## config.mk

```make
export PLATFORM = sky130hd
export DESIGN_NAME = pipeline_ctrl
export DESIGN_NICKNAME = d
export VERILOG_FILES = /design/src/rtl/pipe_ctrl_pkg.sv /design/src/rtl/sat_counter.sv /design/src/rtl/pipeline_ctrl.sv
export SDC_FILE = /design/constraint.sdc
export NUM_CORES = 1
export LEC_CHECK = 0
export ABC_AREA = 0
export CAP_MARGIN = 20
export CORE_ASPECT_RATIO = 1.25
export CORE_MARGIN = 2
export CORE_UTILIZATION = 47
export DETAILED_ROUTE_END_ITERATION = 7
export GPL_TIMING_DRIVEN = 0
export PLACE_DENSITY = 0.77
export SLEW_MARGIN = 30
export SYNTH_ARGS = -nofsm -noshare
export SYNTH_HDL_FRONTEND = slang
export SYNTH_HIERARCHICAL = 1
export SYNTH_SLANG_ARGS = --single-unit
```

## constraint.sdc

```tcl
create_clock -name clk_i -period 2.2 [get_ports clk_i]
set_input_delay 0.44 -clock clk_i [delete_from_list [all_inputs] [get_ports clk_i]]
set_output_delay 0.44 -clock clk_i [all_outputs]
set_load 0.02 [all_outputs]
```

## src/rtl/pipe_ctrl_pkg.sv

```systemverilog
// Shared types and constants for the pipeline hazard/stall controller.
package pipe_ctrl_pkg;
  typedef enum logic [1:0] {ST_IDLE, ST_RUN, ST_MEM_WAIT, ST_HALT} pctrl_state_t;
  localparam logic [4:0] REG_ZERO = 5'd0;
endpackage

```

## src/rtl/sat_counter.sv

```systemverilog
// Saturating up-counter: holds at all-ones instead of wrapping.
module sat_counter #(
  parameter int W = 16
) (
  input  logic         clk_i,
  input  logic         rst_n_i,
  input  logic         inc,
  input  logic         clr,
  output logic [W-1:0] cnt
);
  always_ff @(posedge clk_i or negedge rst_n_i) begin
    if (!rst_n_i)                  cnt <= '0;
    else if (clr)                  cnt <= '0;
    else if (inc && (cnt != '1))   cnt <= cnt + W'(1);
  end
endmodule

```

## src/rtl/pipeline_ctrl.sv

```systemverilog
// Hazard/stall controller for the 5-stage pipeline: cache-miss freeze, load-use
// bubble, taken-branch flush, saturating perf counters and memory timeout halt.
module pipeline_ctrl
  import pipe_ctrl_pkg::*;
#(
  parameter int CNT_W   = 16,
  parameter int TIMEOUT = 1024
) (
  input  logic             clk_i,
  input  logic             rst_n_i,
  input  logic             start_i,
  input  logic [4:0]       id_rs1_i,
  input  logic [4:0]       id_rs2_i,
  input  logic             id_use_rs1_i,
  input  logic             id_use_rs2_i,
  input  logic             ex_memread_i,
  input  logic [4:0]       ex_rd_i,
  input  logic             branch_taken_i,
  input  logic             mem_req_i,
  input  logic             mem_ack_i,
  output logic             pc_write_o,
  output logic             if_id_write_o,
  output logic             if_id_flush_o,
  output logic             id_ex_noop_o,
  output logic             pipe_stall_o,
  output logic             err_o,
  output logic [CNT_W-1:0] stall_cnt_o,
  output logic [CNT_W-1:0] bubble_cnt_o,
  output logic [CNT_W-1:0] flush_cnt_o
);
  localparam int WW = $clog2(TIMEOUT);
  // The stalled RUN cycle that enters MEM_WAIT is the first of TIMEOUT, so the
  // halting edge is taken when the counter shows TIMEOUT-2.
  localparam logic [WW-1:0] WAIT_LAST = WW'(TIMEOUT - 2);

  pctrl_state_t  state;
  logic [WW-1:0] wait_cnt;
  logic          active, mem_stall, lu;

  assign active    = (state == ST_RUN) || (state == ST_MEM_WAIT);
  assign mem_stall = active && mem_req_i && !mem_ack_i;
  assign lu        = ex_memread_i && (ex_rd_i != REG_ZERO) &&
                     ((id_use_rs1_i && (ex_rd_i == id_rs1_i)) ||
                      (id_use_rs2_i && (ex_rd_i == id_rs2_i)));

  always_comb begin
    pc_write_o    = 1'b1;
    if_id_write_o = 1'b1;
    if_id_flush_o = 1'b0;
    id_ex_noop_o  = 1'b0;
    pipe_stall_o  = 1'b0;
    if (!active) begin
      pc_write_o    = 1'b0;
      if_id_write_o = 1'b0;
      id_ex_noop_o  = 1'b1;
      pipe_stall_o  = 1'b1;
    end else if (mem_stall) begin
      // Freeze, not bubble: the EX instruction must survive the miss.
      pc_write_o    = 1'b0;
      if_id_write_o = 1'b0;
      pipe_stall_o  = 1'b1;
    end else if (lu) begin
      pc_write_o    = 1'b0;
      if_id_write_o = 1'b0;
      id_ex_noop_o  = 1'b1;
    end else if (branch_taken_i) begin
      if_id_flush_o = 1'b1;
    end
  end

  always_ff @(posedge clk_i or negedge rst_n_i) begin
    if (!rst_n_i) begin
      state    <= ST_IDLE;
      wait_cnt <= '0;
      err_o    <= 1'b0;
    end else if ((state != ST_HALT) && !start_i) begin
      state <= ST_IDLE;
    end else begin
      case (state)
        ST_IDLE: state <= ST_RUN;
        ST_RUN: begin
          if (mem_req_i && !mem_ack_i) begin
            state    <= ST_MEM_WAIT;
            wait_cnt <= '0;
          end
        end
        ST_MEM_WAIT: begin
          if (mem_ack_i) begin
            state <= ST_RUN;
          end else if (wait_cnt == WAIT_LAST) begin
            state <= ST_HALT;
            err_o <= 1'b1;
          end else begin
            wait_cnt <= wait_cnt + WW'(1);
          end
        end
        ST_HALT: state <= ST_HALT;
        default: state <= ST_IDLE;
      endcase
    end
  end

  sat_counter #(.W(CNT_W)) u_stall_cnt (
    .clk_i(clk_i), .rst_n_i(rst_n_i), .inc(active && pipe_stall_o), .clr(1'b0), .cnt(stall_cnt_o)
  );
  sat_counter #(.W(CNT_W)) u_bubble_cnt (
    .clk_i(clk_i), .rst_n_i(rst_n_i), .inc(active && id_ex_noop_o), .clr(1'b0), .cnt(bubble_cnt_o)
  );
  sat_counter #(.W(CNT_W)) u_flush_cnt (
    .clk_i(clk_i), .rst_n_i(rst_n_i), .inc(active && if_id_flush_o), .clr(1'b0), .cnt(flush_cnt_o)
  );
endmodule

```

==> results of run 1 <==
-- repair_timing --
action | 4_1_cts | 5_1_grt
hold buffers | 1 | 0
setup endpoints to repair | 46 | 26
buffers inserted | 11 | 10
endpoints found under the hold margin | 13 | 0
pin swaps | 22 | 19
resized for setup | 85 | 41
gates cloned | 2 | 1
-- state kept, by name (all words and copies together) (netlist names) --
name	count
err_o	1
state	2
u_bubble_cnt/cnt	16
u_flush_cnt/cnt	16
u_stall_cnt/cnt	16
wait_cnt	10
-- worst paths after layout --
check	cells after the start	from	slack, ns	end
max in group asynchronous	3	rst_n_i	1.22	u_stall_cnt/cnt[10]
worst min register to register	1	err_o	0.47	err_o
worst max register to register	7	state[1]	0.06	u_bubble_cnt/cnt[12]
worst max-delay path	6	ex_rd_i[4]	-0.12	if_id_flush_o
worst min-delay path	1	err_o	0.47	err_o
min in group asynchronous	2	rst_n_i	0.49	wait_cnt[1]
-- cell usage in the layout (no fill, tap or decap), types with 4 or more instances in the layout --
cell type	count
dfrtp_1	60
clkdlybuf4s50_1	55
nand2_1	30
a21oi_1	26
nand4_1	21
buf_4	19
nand3_1	16
nor2_1	15
or4_1	14
inv_1	12
buf_6	12
o31ai_1	12
nor2b_1	12
clkbuf_8	11
xnor2_1	10
a21oi_2	10
o21ai_1	10
or4_4	9
nor4_4	9
dlygate4sd2_1	8
clkbuf_1	8
nor3_1	7
and3_1	7
ha_1	7
mux2_1	7
o211ai_1	6
o31ai_2	6
conb_1	6
or3_1	6
and4_2	6
mux2_4	5
nor4_1	5
o21ai_0	4
buf_2	4
clkdlybuf4s15_1	4
o31ai_4	4
-- metrics by stage --
stage          instances  power, W  hold slack [ns]  instance area (sq um)
5_1_grt              633  0.003898           0.4989                   5638
3_5_place_dp         593  0.002376           0.3167                   4936
2_1_floorplan        418  0.002000           0.1444                   4019
4_1_cts              622  0.003641           0.4773                   5380
6_report             633  0.003727           0.4661                   5638
3_3_place_gp         592  0.002341           0.4442                   4911
-- cells by family after synthesis --
logic type	Yosys count
other	1
AO/OA/AOI/OAI	101
multiplexers	16
buffers and inverters	34
XOR/XNOR	10
flip-flops	61
adder cells (fa/ha/maj)	8
AND/OR/NAND/NOR	182
-- area by class of cell --
cell class / instances / area (sq um) / share of cell area
clock inverter: 6 / 86.33 / 0.01531
sequential: 61 / 1528 / 0.2710
inverter: 16 / 65.06 / 0.01154
tap: 97 / 121.4 / 0.02153
clock buffer: 10 / 137.6 / 0.02441
buffer: 17 / 151.4 / 0.02685
timing repair buffer: 103 / 988.4 / 0.1753
multi-input combinational: 323 / 2560 / 0.4541
-- synthesized netlist by cell type (2+ instances only) --
master and n:
a211oi_2 3, a21oi_1 36, a2bb2oi_1 2, a31oi_1 2, and3_1 7, and4_2 6, buf_6 4, clkbuf_1 12
dfrtp_1 61, ha_1 8, inv_1 15, mux2_1 12, mux2i_1 3, nand2_1 31, nand2b_1 3, nand3_1 17
nand3b_1 3, nand4_1 21, nand4_2 3, nor2_1 16, nor2b_1 12, nor3_1 7, nor4_1 12, nor4_4 3
o211ai_1 6, o211ai_2 3, o21ai_0 5, o21ai_1 9, o22ai_1 2, o311ai_0 2, o31ai_1 22, or3_1 6
or3_2 4, or4_1 19, or4_2 6, xnor2_1 10
-- per-layer routing --
metal  GRT usage  routed length (um)  up-vias  share of wire
met3     0.04699                 533       24          0.049
met2      0.4040                5615      117           0.51
met1      0.2905                4538     1870           0.41
li1            -                   -     1825              -
met4      0.1088                 254        0          0.023
met5           0                   0        -              0
-- report_power, final --
group          switching, W  internal (W)  total (W)
Sequential         0.000122       0.00122    0.00134
Combinational      0.000658      0.000573    0.00123
Clock              0.000487      0.000666    0.00115
==> reports/metrics.yaml, run 1 <==
cts.htree.levels: 3
die-area_sq_um: 8989
grt_pass1_vias: 3821
root_buffer: "clkbuf_8"
critPathRequiredTime_ns: 1.76
numPortBuffers: 77
filler_cell_count: 624
finalWirelength_mm: 10.94
yosysSeqAreaShare: 0.3941
yosysWarnings: 6
synth_fa_ha_area_frac: 0.02584
hold_viol: 0
arrival_ns: 1.88
track_usage: 0.2388
final_util: 0.6959
finalSetupViolCount: 9
synth_compound_area_frac: 0.1728
via_per_inst: 6.060
violations: "negative setup slack"
synth_xor_xnor_area_share: 0.02261
n_antenna_cell: 0
core_area_sq_um: 8102
cts_buffers: 9
post-route-period-util: 1.054
critical_path_class: "primary input to output pin"
async_reset_ff_frac: 1.000
timing.critical_path.buf_inv: 3
crit_family: "simple AND/OR/NAND/NOR gates"
cts.path.max_buffers: 2
cts_tree: "yes"
slowest_stage: "or4_4"
final_nets: 563
postRouteAntennaNets: 0
ys_top_cells_by_area: "dfrtp_1 (39%), a21oi_1 (4.7%), o31ai_1 (4.3%), or4_1 (3.7%), mux2_1 (3.5%)"
rsz0062_at_grt: "true"
die_w_um: 85.20
place_ws_ns: -1.092
tns_ns: -0.3761
grt_max_degree: 49
drv_slew: 0
holdCritPathClass: "flop to flop"
power_density_nw_per_um2: 661.0
muxShareOfSynthArea: 0.04554
relSlewSlack: 0.6206
clkLatencyLatePin_ns: 0.36
synth_top_area_cell: "dfrtp_1"
ir_drop_uv: 626.2
drive_gt1_frac: 0.2705
end_kind: "output pin"
ys_types: 56
dpl.hpwl_mm: 7.031
maxCapViolations: 0
syn_inst: 413
finClkSkew_ns: 0.008546
synth_edf_count: 0
fin_ws_ns: -0.1186
area_delta_synth_final_pct: 45.54
antenna_found_initial: 0
finalCriticalPeriod_ns: 2.319
cts.sinks: 61
synthSimpleGateAreaFrac: 0.2955
die_h_um: 105.5
synth_top_family_by_area: "simple AND/OR/NAND/NOR gates"
io_pins: 78
power.leakage_nw: 2.213
synth-seq-cells: 61
yosys_most_used_dff: "dfrtp_1"
grt_first_pass_wirelength_mm: 17.47
drc: 0
floorplan.initialDensity: 0.4781
drtIter0Drc: 157
synth_area_per_cell_sq_um: 9.379
cp_cell_sequence: "buf_8 > or4_4 > o21a_4 > a211oi_4 > buf_4 > buf_6"
tightest_slew_ns: 0.5648
globalRouteOverflowTotal: 0
clk_pin_slew_worst_paths_ns: 0.07
gp_congestion: 0.8835
cp_max_fo: 4
max_freq_ghz: 0.4313
status: "finished, violations left"
slowest_delay_ns: 0.53
critical_path.startpoint_type: "primary input"
routedWlPerCell_um: 17.28
synthesis.area_sq_um: 3874
synth_top_area_frac: 0.3941
fp-row-count: 37
routed-via-count: 3836
drt-pass1-iter-count: 4
No activity file was read; power rests on OpenSTA's default activity.
==> inputs of run 2 (changes only) <==
--- a/config.mk
+++ b/config.mk
@@ -7,7 +7,7 @@
 export LEC_CHECK = 0
 export ABC_AREA = 0
 export CAP_MARGIN = 20
-export CORE_ASPECT_RATIO = 1.25
+export CORE_ASPECT_RATIO = 2
 export CORE_MARGIN = 2
 export CORE_UTILIZATION = 47
 export DETAILED_ROUTE_END_ITERATION = 7
==> run 2 against run 1 <==
Net effect: the flow still finishes with violations (negative setup slack); global-route usage grew 2.8 points; first-iteration DRC count grew 110%; non-clock buffer count shrank 8; clock power grew 19%; fmax grew 0.34%; setup slack gained 0.0078 ns; final area grew 1.6%; sequential power is essentially flat; sequential share of layout area shrank 0.44 points; critical endpoint unchanged; largest power group is now clock; highest routed layer unchanged.
==> reports/metrics.yaml, run 2 (synthesis gave the netlist of run 1 again) <==
dpl.hpwl_mm: 7.883
fp-row-count: 46
power_w: 0.003958
grt_max_degree: 46
drive_gt1_frac: 0.2533
cpMostUsedCell: "buf_6"
io_pins: 78
drv_slew: 0
dpl_cell_area_sq_um: 4935
max_freq_ghz: 0.4327
grt_use_met2: 0.4768
final_nets: 556
core_area_sq_um: 7943
grt_pass1_vias: 3942
die_w_um: 68.20
cts.path.max_buffers: 2
met3_usage: 0.06234
power.leakage_nw: 2.233
top_usage_layer: "met2"
cts_tree: "yes"
cp_cell_sequence: "buf_8 > or4_4 > o21a_4 > a211oi_4 > buf_6 > buf_6"
area_delta_synth_final_pct: 47.80
track_usage: 0.2672
die_h_um: 132.4
routedWlPerCell_um: 18.90
place_ws_ns: -1.045
cp_max_fo: 3
tightest_slew_ns: 0.5718
drt-pass1-iter-count: 5
relSlewSlack: 0.6159
finClkSkew_ns: 0.005806
fin_ws_ns: -0.1109
numPortBuffers: 77
finalCriticalPeriod_ns: 2.311
layout_commonest_cell: "dfrtp_1"
critical_path_class: "primary input to output pin"
tns_ns: -0.8769
clkLatencyLatePin_ns: 0.33
antenna_found_initial: 0
post-route-period-util: 1.050
violations: "negative setup slack"
power_density_nw_per_um2: 691.4
cts.sinks: 61
drc: 0
slowest_delay_ns: 0.54
routed-via-count: 3887
grt_first_pass_wirelength_mm: 18.73
die-area_sq_um: 9028
cts.htree.levels: 3
grt.met1_usage: 0.2924
floorplan.initialDensity: 0.4877
critical_path.startpoint_type: "primary input"
ir_drop_uv: 638.7
top_regs: "u_bubble_cnt/cnt (16), u_flush_cnt/cnt (16), u_stall_cnt/cnt (16)"
finalSetupViolCount: 20
n_antenna_cell: 0
arrival_ns: 1.87
holdWs_ns: 0.4723
layout_common_cells: "dfrtp_1 (61), clkdlybuf4s50_1 (56), nand2_1 (31)"
cts_buffers: 9
rsz0062_at_grt: "true"
drtIter0Drc: 325
finalWirelength_mm: 11.81
fin_area_sq_um: 5725
slowest_stage: "or4_4"
clk_pin_slew_worst_paths_ns: 0.05
critPathRequiredTime_ns: 1.76
globalRouteOverflowTotal: 0
postRouteAntennaNets: 0
via_per_inst: 6.219
maxCapViolations: 0
hold_viol: 0
end_kind: "output pin"
status: "finished, violations left"
root_buffer: "clkbuf_16"
holdCritPathClass: "flop to flop"
gp_congestion: 0.8753
-- run 2: final cells by class --
class / count / area, sq um
sequential: 61 / 1526
buffer: 17 / 165.2
multi-input combinational: 323 / 2594
tap: 96 / 120.1
clock buffer: 16 / 291.5
timing repair buffer: 95 / 952.2
timing repair inverter: 1 / 7.507
inverter: 16 / 68.82
fill: 584 / 2217
-- run 2: what timing repair did --
item | CTS | global route
buffers inserted | 12 | 2
pin swaps | 28 | 21
gates cloned | 1 | 2
gates resized for setup | 94 | 37
endpoints found under the hold margin | 16 | 0
hold buffers | 1 | 0
setup endpoints to repair | 50 | 36
-- run 2: metrics by stage --
step	cells	utilization
2_1_floorplan	418	-
3_3_place_gp	591	0.6181
3_5_place_dp	592	0.6213
4_1_cts	621	0.6945
5_1_grt	625	0.7209
6_report	625	0.7209
-- run 2: per-layer routing --
metal,routed length [um],vias to the layer above,part of all wire
li1,-,1811,-
met3,672,16,0.057
met4,185,0,0.016
met1,4448,1901,0.38
met5,0,-,0
met2,6504,159,0.55
-- run 2: where the power goes --
part	internal, W	switching [W]	total [W]	leakage (nW)
clock network	0.000887	0.000485	0.00137	0.143
logic	0.000574	0.000659	0.00123	1.26
registers	0.00122	0.000131	0.00135	0.834
-- run 2: critical path, delay by kind of cell --
kind / cells / cell delay (ns)
and+or+nand+nor: 1 / 0.54
buffers and inverters: 3 / 0.37
AOI/OAI and AO/OA: 2 / 0.51
-- run 2: worst paths after layout --
| kind | start | end | slack (ns) | depth (start not counted) |
|---|---|---|---|---|
| min in group asynchronous | rst_n_i | wait_cnt[3] | 0.53 | 2 |
| setup / recovery | ex_rd_i[2] | if_id_flush_o | -0.11 | 6 |
| hold reg to reg | err_o | err_o | 0.47 | 1 |
| max in group asynchronous | rst_n_i | u_flush_cnt/cnt[13] | 1.16 | 3 |
| setup reg to reg | state[0] | u_bubble_cnt/cnt[11] | -0.08 | 8 |
| hold / removal | err_o | err_o | 0.47 | 1 |
